File: config.mk
export PLATFORM = sky130hd
export DESIGN_NAME = vga_timing_gen
export DESIGN_NICKNAME = d
export VERILOG_FILES = /design/src/rtl/vga_timing_gen.sv
export SDC_FILE = /design/constraint.sdc
export NUM_CORES = 1
export LEC_CHECK = 0
export BUFFER_PORTS_ARGS = -buffer_cell sky130_fd_sc_hd__buf_2
export CAP_MARGIN = 20
export CORE_UTILIZATION = 55
export DETAILED_ROUTE_END_ITERATION = 16
export PLACE_DENSITY = 0.8
export REMOVE_ABC_BUFFERS = 1
export SLEW_MARGIN = 0
export SYNTH_ARGS = -nofsm -noshare
export SYNTH_HDL_FRONTEND = slang
export SYNTH_SLANG_ARGS = --single-unit
File: constraint.sdc
create_clock -name vga_clk -period 3 [get_ports vga_clk]
set_input_delay 0.15 -clock vga_clk [delete_from_list [all_inputs] [get_ports vga_clk]]
set_output_delay 0.15 -clock vga_clk [all_outputs]
set_load 0.01 [all_outputs]
File: src/rtl/vga_timing_gen.sv
// VGA pixel-coordinate and sync generator: one pixel per vga_clk, 640x480@60 by default.
// Define VGA_SYNC_DELAY_EN to delay hs/vs by one clock to line up with registered renderer RGB.
module vga_timing_gen #(
  parameter int unsigned H_VISIBLE = 640,
  parameter int unsigned H_FP      = 16,
  parameter int unsigned H_SYNC    = 96,
  parameter int unsigned H_BP      = 48,
  parameter int unsigned V_VISIBLE = 480,
  parameter int unsigned V_FP      = 10,
  parameter int unsigned V_SYNC    = 2,
  parameter int unsigned V_BP      = 33
) (
  input  logic       vga_clk,
  input  logic       reset_n,
  output logic [9:0] DrawX,
  output logic [9:0] DrawY,
  output logic       blank,
  output logic       hs,
  output logic       vs,
  output logic       line_start,
  output logic       frame_start
);

  localparam int unsigned H_TOTAL = H_VISIBLE + H_FP + H_SYNC + H_BP;
  localparam int unsigned V_TOTAL = V_VISIBLE + V_FP + V_SYNC + V_BP;

  localparam logic [9:0] HMax       = 10'(H_TOTAL - 1);
  localparam logic [9:0] HVis       = 10'(H_VISIBLE);
  localparam logic [9:0] HSyncStart = 10'(H_VISIBLE + H_FP);
  localparam logic [9:0] HSyncEnd   = 10'(H_VISIBLE + H_FP + H_SYNC);
  localparam logic [9:0] VMax       = 10'(V_TOTAL - 1);
  localparam logic [9:0] VVis       = 10'(V_VISIBLE);
  localparam logic [9:0] VSyncStart = 10'(V_VISIBLE + V_FP);
  localparam logic [9:0] VSyncEnd   = 10'(V_VISIBLE + V_FP + V_SYNC);

  logic [9:0] hc_q, hc_d;
  logic [9:0] vc_q, vc_d;
  logic       blank_q, blank_d;
  logic       hs_q, hs_d;
  logic       vs_q, vs_d;
  logic       line_start_q, line_start_d;
  logic       frame_start_q, frame_start_d;

  // Outputs are decoded from the next counter values so they switch on the same edge.
  always_comb begin
    hc_d = hc_q + 10'd1;
    vc_d = vc_q;
    if (hc_q == HMax) begin
      hc_d = '0;
      vc_d = (vc_q == VMax) ? '0 : vc_q + 10'd1;
    end
    blank_d       = (hc_d < HVis) && (vc_d < VVis);
    hs_d          = !((hc_d >= HSyncStart) && (hc_d < HSyncEnd));
    vs_d          = !((vc_d >= VSyncStart) && (vc_d < VSyncEnd));
    line_start_d  = (hc_d == '0);
    frame_start_d = (hc_d == '0) && (vc_d == '0);
  end

  always_ff @(posedge vga_clk) begin
    if (!reset_n) begin
      hc_q          <= HMax;
      vc_q          <= VMax;
      blank_q       <= 1'b0;
      hs_q          <= 1'b1;
      vs_q          <= 1'b1;
      line_start_q  <= 1'b0;
      frame_start_q <= 1'b0;
    end else begin
      hc_q          <= hc_d;
      vc_q          <= vc_d;
      blank_q       <= blank_d;
      hs_q          <= hs_d;
      vs_q          <= vs_d;
      line_start_q  <= line_start_d;
      frame_start_q <= frame_start_d;
    end
  end

`ifdef VGA_SYNC_DELAY_EN
  logic hs_dly_q;
  logic vs_dly_q;

  always_ff @(posedge vga_clk) begin
    if (!reset_n) begin
      hs_dly_q <= 1'b1;
      vs_dly_q <= 1'b1;
    end else begin
      hs_dly_q <= hs_q;
      vs_dly_q <= vs_q;
    end
  end

  assign hs = hs_dly_q;
  assign vs = vs_dly_q;
`else
  assign hs = hs_q;
  assign vs = vs_q;
`endif

  assign DrawX       = hc_q;
  assign DrawY       = vc_q;
  assign blank       = blank_q;
  assign line_start  = line_start_q;
  assign frame_start = frame_start_q;

endmodule

==> impl_metrics.csv, run 1 <==
group,metric,value,unit
outcome,status,"completed",
synthesis,async_flop_share,0,
route,num_vias,1384,
placed_design,hpwl,2510,µm
critical_path,cp.depth,7,
synthesis,yosysWarnings,0,
timing,drv_slew,0,
critical_path,crit_buf_inv,0,
synthesis,synth_seq_cells,25,
critical_path,required,3.24,ns
timing,skew,0.00483,ns
timing,worst_pin_slew,0.467,ns
clocking,cts_max_path_buffers,2,
clocking,root_buffer,"clkbuf_4",
critical_path,crit_chain,"ha_1, nand4_2, or3_1, nor3_1, xnor2_1, o221ai_2, a2111oi_4",
clocking,h-tree-depth,1,
grt,grt_pass1_vias,1259,
timing,grt_setup_unrepaired,"false",
synthesis,synth_top_family_by_area,"simple AND/OR/NAND/NOR gates",
hold_path,min_path_cells,2,
placed_design,finalWeightedCongestion,0.926,
placed_design,port_buffers,26,
power,vdd_ir_drop_max,0.000627,V
synthesis,seq_area_frac_synth,0.334,
timing,finalHoldViolations,0,
cells_and_area,syn_to_final_growth,9.36,%
die,core.rowCount,18,
route,drt-total-wl,3350,µm
synthesis,synth_area_leader_cell,"dfxtp_1",
critical_path,critical_path_class,"reg2reg",
power,power_per_cell_area,920,mW/mm²
die,dieArea,0.00294,mm²
synthesis,synth_compound_area_frac,0.169,
route,drc,0,
synthesis,synth_mux_area_frac,0.0142,
synthesis,synth_cells,182,
timing,setup_viol,0,
timing,slew_headroom,0.685,
clocking,cts.sinks,25,
timing,fin_ws,0.503,ns
grt,grt_pass1_wl,5510,µm
synthesis,netlist_top_cells_area,"dfxtp_1 33%, xnor2_1 7.6%, o21ai_0 5.0%",
clocking,hold_buffers,0,
synthesis,synthAdderAreaFrac,0.0251,
clocking,cts_tree,"built",
die,io_pins,27,
route,drt.antenna.violating_nets,0,
critical_path,start_kind,"register",
cells_and_area,n_antenna_cell,0,
timing,setup_tns,0,ns
synthesis,synth_top_area_frac,0.334,
route,dr.pass1.iters,4,
placed_design,pre_cts_ws,0.496,ns
synthesis,synth_edf_count,0,
synthesis,yosys.area_share.simple,0.311,
clocking,cts_made_buffers,3,
timing,max_freq,400,MHz
synthesis,synth_area,0.00150,mm²
critical_path,slowest_delay,0.60,ns
die,start_util,0.594,
grt,grt_max_degree,22,
grt,groute.usage.overall,0.257,
critical_path,reg2regPathDepth,7,
critical_path,path_max_fanout,10,
synthesis,ys.flop_type,"dfxtp_1",
synthesis,syn_avg_cell_area,8.23,µm²
timing,fin_crit,2.50,ns
grt,overflow,0,
synthesis,synth_xor_area_frac,0.0877,
critical_path,crit_arrival,2.74,ns
route,wl_per_cell,14.5,µm
critical_path,critPathTopFamily,"simple AND/OR/NAND/NOR gates",
timing,finalCritPeriodShare,0.832,
critical_path,cp_slowest_cell,"or3_1",
hold_path,worstHoldPathType,"in2reg",
cells_and_area,nets,207,
die,core_area,0.00252,mm²
cells_and_area,drive_gt1_frac,0.204,
synthesis,synth_cell_types,47,
critical_path,cp-end-kind,"register",
power,p_leak,0.627,nW
synthesis,yosysMostFrequentCell,"dfxtp_1",
grt,antenna_found_initial,0,
flow_run,drv_cap,0,
clocking,post_cts_resized,0,
synthesis,synth_commonest_cells,"25 x dfxtp_1, 17 x nand2_1, 15 x o21ai_0",
clocking,post-cts-setup-buffers,0,
route,drt_iter0_markers,41,
clocking,clock_latency,0.32,ns
die,fp.dieW,54.2,µm
clocking,path_clk_slew,0.14,ns
route,routed_via_density,5.99,
die,die_h,54.2,µm
[layout make-up]
cell class / count / area, µm²
tap: 30 / 37.5
fill: 235 / 885
sequential: 25 / 500
clock buffer: 3 / 22.5
inverter: 7 / 26.3
timing repair buffer: 27 / 138
multi-input combinational: 138 / 908
clock inverter: 1 / 5.00
[worst reg2reg max path, cell delays in order (launching register included)]
cell and delay, ns:
dfxtp_1 0.42, ha_1 0.32, nand4_2 0.18, or3_1 0.60, nor3_1 0.30, xnor2_1 0.18, o221ai_2 0.15, a2111oi_4 0.28
[flip-flops by register name, summed over array words and instances, names as in the netlist]
| name | cells |
|---|---|
| DrawX | 10 |
| DrawY | 10 |
| blank | 1 |
| frame_start | 1 |
| hs | 1 |
| line_start | 1 |
| vs | 1 |
[layout by cell type (no fill, tap or decap), types with 7 or more instances in the layout]
cell type / Yosys / final
buf_2: 2 / 26
nand2_1: 17 / 17
o21ai_0: 15 / 15
nor2_1: 10 / 10
nand3_1: 10 / 10
dfxtp_1: 25 / 25
inv_1: 7 / 7
nor2b_1: 7 / 7
xnor2_1: 13 / 13
[path summary, 6_finish.rpt]
check / from / to / slack (ns)
worst min-delay path: reset_n / DrawX[4] / 0.16
worst max register to register: DrawX[0] / frame_start / 0.50
worst max-delay path: DrawX[0] / frame_start / 0.50
worst min register to register: DrawX[0] / DrawX[0] / 0.57
[report_power, final]
part / switching (W) / internal, W / leakage (nW)
Combinational: 0.000480 / 0.000330 / 0.405
Sequential: 0.000133 / 0.000408 / 0.204
Clock: 0.000105 / 0.0000500 / 0.0177
[routing by layer]
layer  part of all wire  up-vias  track usage
li1                   -      678            -
met1               0.44      633        0.347
met2               0.47       65        0.388
met3              0.073        8       0.0508
met4              0.017        0        0.120
met5                  0        -            0
[stage by stage]
| stage | hold slack (ns) | power [W] | util | std cells | instance area (µm²) |
|---|---|---|---|---|---|
| final | 0.164 | 0.00151 | 0.649 | 231 | 1640 |
| after detailed placement | 0.496 | 0.00135 | 0.638 | 227 | 1610 |
| after global routing | 0.145 | 0.00163 | 0.649 | 231 | 1640 |
| after floorplan | 0.212 | 0.00111 | - | 170 | 1440 |
| after CTS | 0.152 | 0.00150 | 0.649 | 231 | 1640 |
| after global placement | 0.496 | 0.00132 | 0.638 | 227 | 1610 |
[cell families (layout without fill, tap and decap cells)]
logic type / Yosys count / after routing
adder cells (fa/ha/maj): 3 / 3
XOR/XNOR: 15 / 15
AND/OR/NAND/NOR: 82 / 82
multiplexers: 2 / 2
flip-flops: 25 / 25
buffers and inverters: 19 / 38
AO/OA/AOI/OAI: 36 / 36
No activity file was read; power rests on OpenSTA's default activity.
==> run 2, diff against run 1 <==
ABC_AREA = 1   (was not set)
CORE_UTILIZATION = 50   (was 55)
PLACE_DENSITY = 0.76   (was 0.8)
clock period = 2.1 ns   (was 3 ns; I/O delays follow)
==> impl_metrics.csv, run 2 <==
group,metric,value,unit
die,dieArea,0.00328,mm²
grt,overflow,0,
grt,grt_max_degree,14,
synthesis,synth_commonest_cells,"80 x nand2_1, 38 x inv_1, 37 x nor2_1",
cells_and_area,n_antenna_cell,0,
synthesis,synth_area_leader_cell,"dfxtp_1",
cells_and_area,syn_to_final_growth,12.7,%
cells_and_area,fin_area,0.00172,mm²
synthesis,synth_cell_types,26,
timing,setup_tns,0,ns
route,drt_iter0_markers,94,
die,die_h,57.2,µm
synthesis,yosysWarnings,0,
timing,skew,0.0132,ns
synthesis,synth_top_family_by_area,"simple AND/OR/NAND/NOR gates",
clocking,cts_max_path_buffers,2,
critical_path,start_kind,"register",
power,p_leak,0.960,nW
power,vdd_ir_drop_max,0.000697,V
die,io_pins,27,
outcome,status,"complete, but fails checks",
route,num_vias,1574,
clocking,clock_latency,0.31,ns
critical_path,reg2regPathDepth,12,
clocking,cts_made_buffers,3,
synthesis,synth_area,0.00153,mm²
clocking,cts.sinks,25,
clocking,post-cts-setup-buffers,0,
timing,setup_viol,0,
synthesis,netlist_top_cells_area,"dfxtp_1 33%, nand2_1 20%, inv_1 9.4%",
timing,slew_headroom,0.742,
synthesis,synth_cells,245,
die,start_util,0.539,
synthesis,yosys.area_share.simple,0.508,
critical_path,path_max_fanout,6,
route,dr.pass1.iters,10,
timing,max_freq,548,MHz
synthesis,synth_seq_cells,25,
power,power,0.00214,W
grt,antenna_found_initial,0,
critical_path,r2r_start,"DrawX[0]",
synthesis,synth_compound_area_frac,0.0320,
critical_path,required,2.29,ns
timing,grt_setup_unrepaired,"false",
synthesis,synth_top_area_frac,0.328,
clocking,post_cts_resized,0,
placed_design,hpwl,2850,µm
timing,worst_pin_slew,0.386,ns
route,drt-total-wl,3630,µm
timing,finalHoldViolations,0,
synthesis,yosysMostFrequentCell,"nand2_1",
synthesis,ys.flop_type,"dfxtp_1",
hold_path,min_path_cells,2,
cells_and_area,nets,280,
cells_and_area,final_common_cell,"nand2_1",
placed_design,finalWeightedCongestion,0.938,
route,wl_per_cell,11.9,µm
critical_path,rr_endpoint,"vs",
synthesis,syn_avg_cell_area,6.23,µm²
timing,fin_crit,1.82,ns
clocking,hold_buffers,0,
grt,groute.usage.overall,0.244,
timing,finalCritPeriodShare,0.869,
flow_run,drv_cap,0,
critical_path,critical_path_class,"reg2reg",
die,fp.dieW,57.2,µm
route,routed_via_density,5.16,
timing,drv_slew,0,
route,drt.antenna.violating_nets,0,
route,drc,2,
critical_path,crit_path_frequent_cell,"nand2_1",
clocking,root_buffer,"clkbuf_4",
critical_path,worst-r2r-setup-slack,0.28,ns
clocking,path_clk_slew,0.14,ns
die,core_area,0.00283,mm²
critical_path,cp-end-kind,"register",
power,power_per_cell_area,1240,mW/mm²
outcome,violations,"design-rule violations",
hold_path,worstHoldPathType,"in2reg",
synthesis,async_flop_share,0,
critical_path,crit_arrival,2.02,ns
synthesis,synthAdderAreaFrac,0.0246,
critical_path,crit_chain,"ha_1, nand2_2, nor2_8, inv_1, nor2_4, nand2_1, nand2_1, nand2_1, nor2_1, nand2_1, nor2_1, nand3_1",
synthesis,synth_edf_count,0,
grt,grt_pass1_vias,1372,
die,core.rowCount,19,
placed_design,dpl_cell_area,0.00169,mm²
clocking,cts_tree,"built",
synthesis,synth_mux_area_frac,0,
clocking,h-tree-depth,1,
hold_path,worstHoldStart,"reset_n",
critical_path,slowest_delay,0.40,ns
cells_and_area,drive_gt1_frac,0.164,
synthesis,synth_xor_area_frac,0.00574,
critical_path,crit_start,"DrawX[0]",
grt,grt_pass1_wl,6210,µm
placed_design,port_buffers,26,
cells_and_area,final_cell_mix,"80 x nand2_1, 38 x inv_1, 37 x nor2_1, 26 x buf_2, 25 x dfxtp_1",
hold_path,holdPathEnd,"DrawX[4]",
critical_path,cp_slowest_cell,"dfxtp_1",
synthesis,seq_area_frac_synth,0.328,
## run 2: changes by cell type after synthesis, moves of 8 or more
cell,before,now
nand4_1,2,10
nor2_1,10,37
o21ai_0,15,6
xnor2_1,13,1
inv_1,7,38
nand2_1,17,80
nand3_1,10,23
## run 2: how the worst max path moves through the flow
| stage | to | slack, ns |
|---|---|---|
| after detailed placement | vs | 0.32 |
| after floorplan | vs | 0.41 |
| after CTS | vs | 0.28 |
| after global routing | vs | 0.09 |
| after global placement | vs | 0.33 |
| final | vs | 0.28 |
## run 2: metrics by stage
| stage | util | instances | hold slack, ns | setup WS [ns] |
|---|---|---|---|---|
| after floorplan | - | 243 | 0.174 | 0.410 |
| after global placement | 0.598 | 301 | 0.392 | 0.330 |
| after detailed placement | 0.598 | 301 | 0.406 | 0.317 |
| after CTS | 0.608 | 305 | 0.0659 | 0.276 |
| after global routing | 0.608 | 305 | 0.0695 | 0.0859 |
| final | 0.608 | 305 | 0.0683 | 0.276 |
## run 2: cells by family after synthesis
group	Yosys count
compound gates	9
xor+xnor	1
buf+inv	41
simple gates	166
fa+ha+maj	3
flops	25
## run 2: area by class of cell
cell class | count | area (µm²)
Sequential cell | 25 | 500
Tap cell | 31 | 38.8
Multi-Input combinational cell | 179 | 870
Timing Repair Buffer | 27 | 138
Fill cell | 281 | 1110
Inverter | 39 | 146
Clock buffer | 4 | 26.3
## run 2: worst max-delay path, delay by kind of cell, from the launching register on
| kind | cells | cell delay (ns) |
|---|---|---|
| DFF | 1 | 0.40 |
| adders and majority gates | 1 | 0.19 |
| and+or+nand+nor | 10 | 1.01 |
| buffers and inverters | 1 | 0.10 |
## run 2: layer usage
layer / track usage / vias to the layer above / wire, µm
met3: 0.0363 / 6 / 241
met5: 0 / - / 0
met2: 0.345 / 56 / 1470
met1: 0.380 / 691 / 1880
li1: - / 821 / -
met4: 0.0767 / 0 / 44
## run 2: power breakdown
part	total, W	internal [W]	switching [W]
clock network	0.000212	0.0000741	0.000137
logic	0.00122	0.000417	0.000808
registers	0.000700	0.000576	0.000124
total	0.00214	0.00107	0.00107
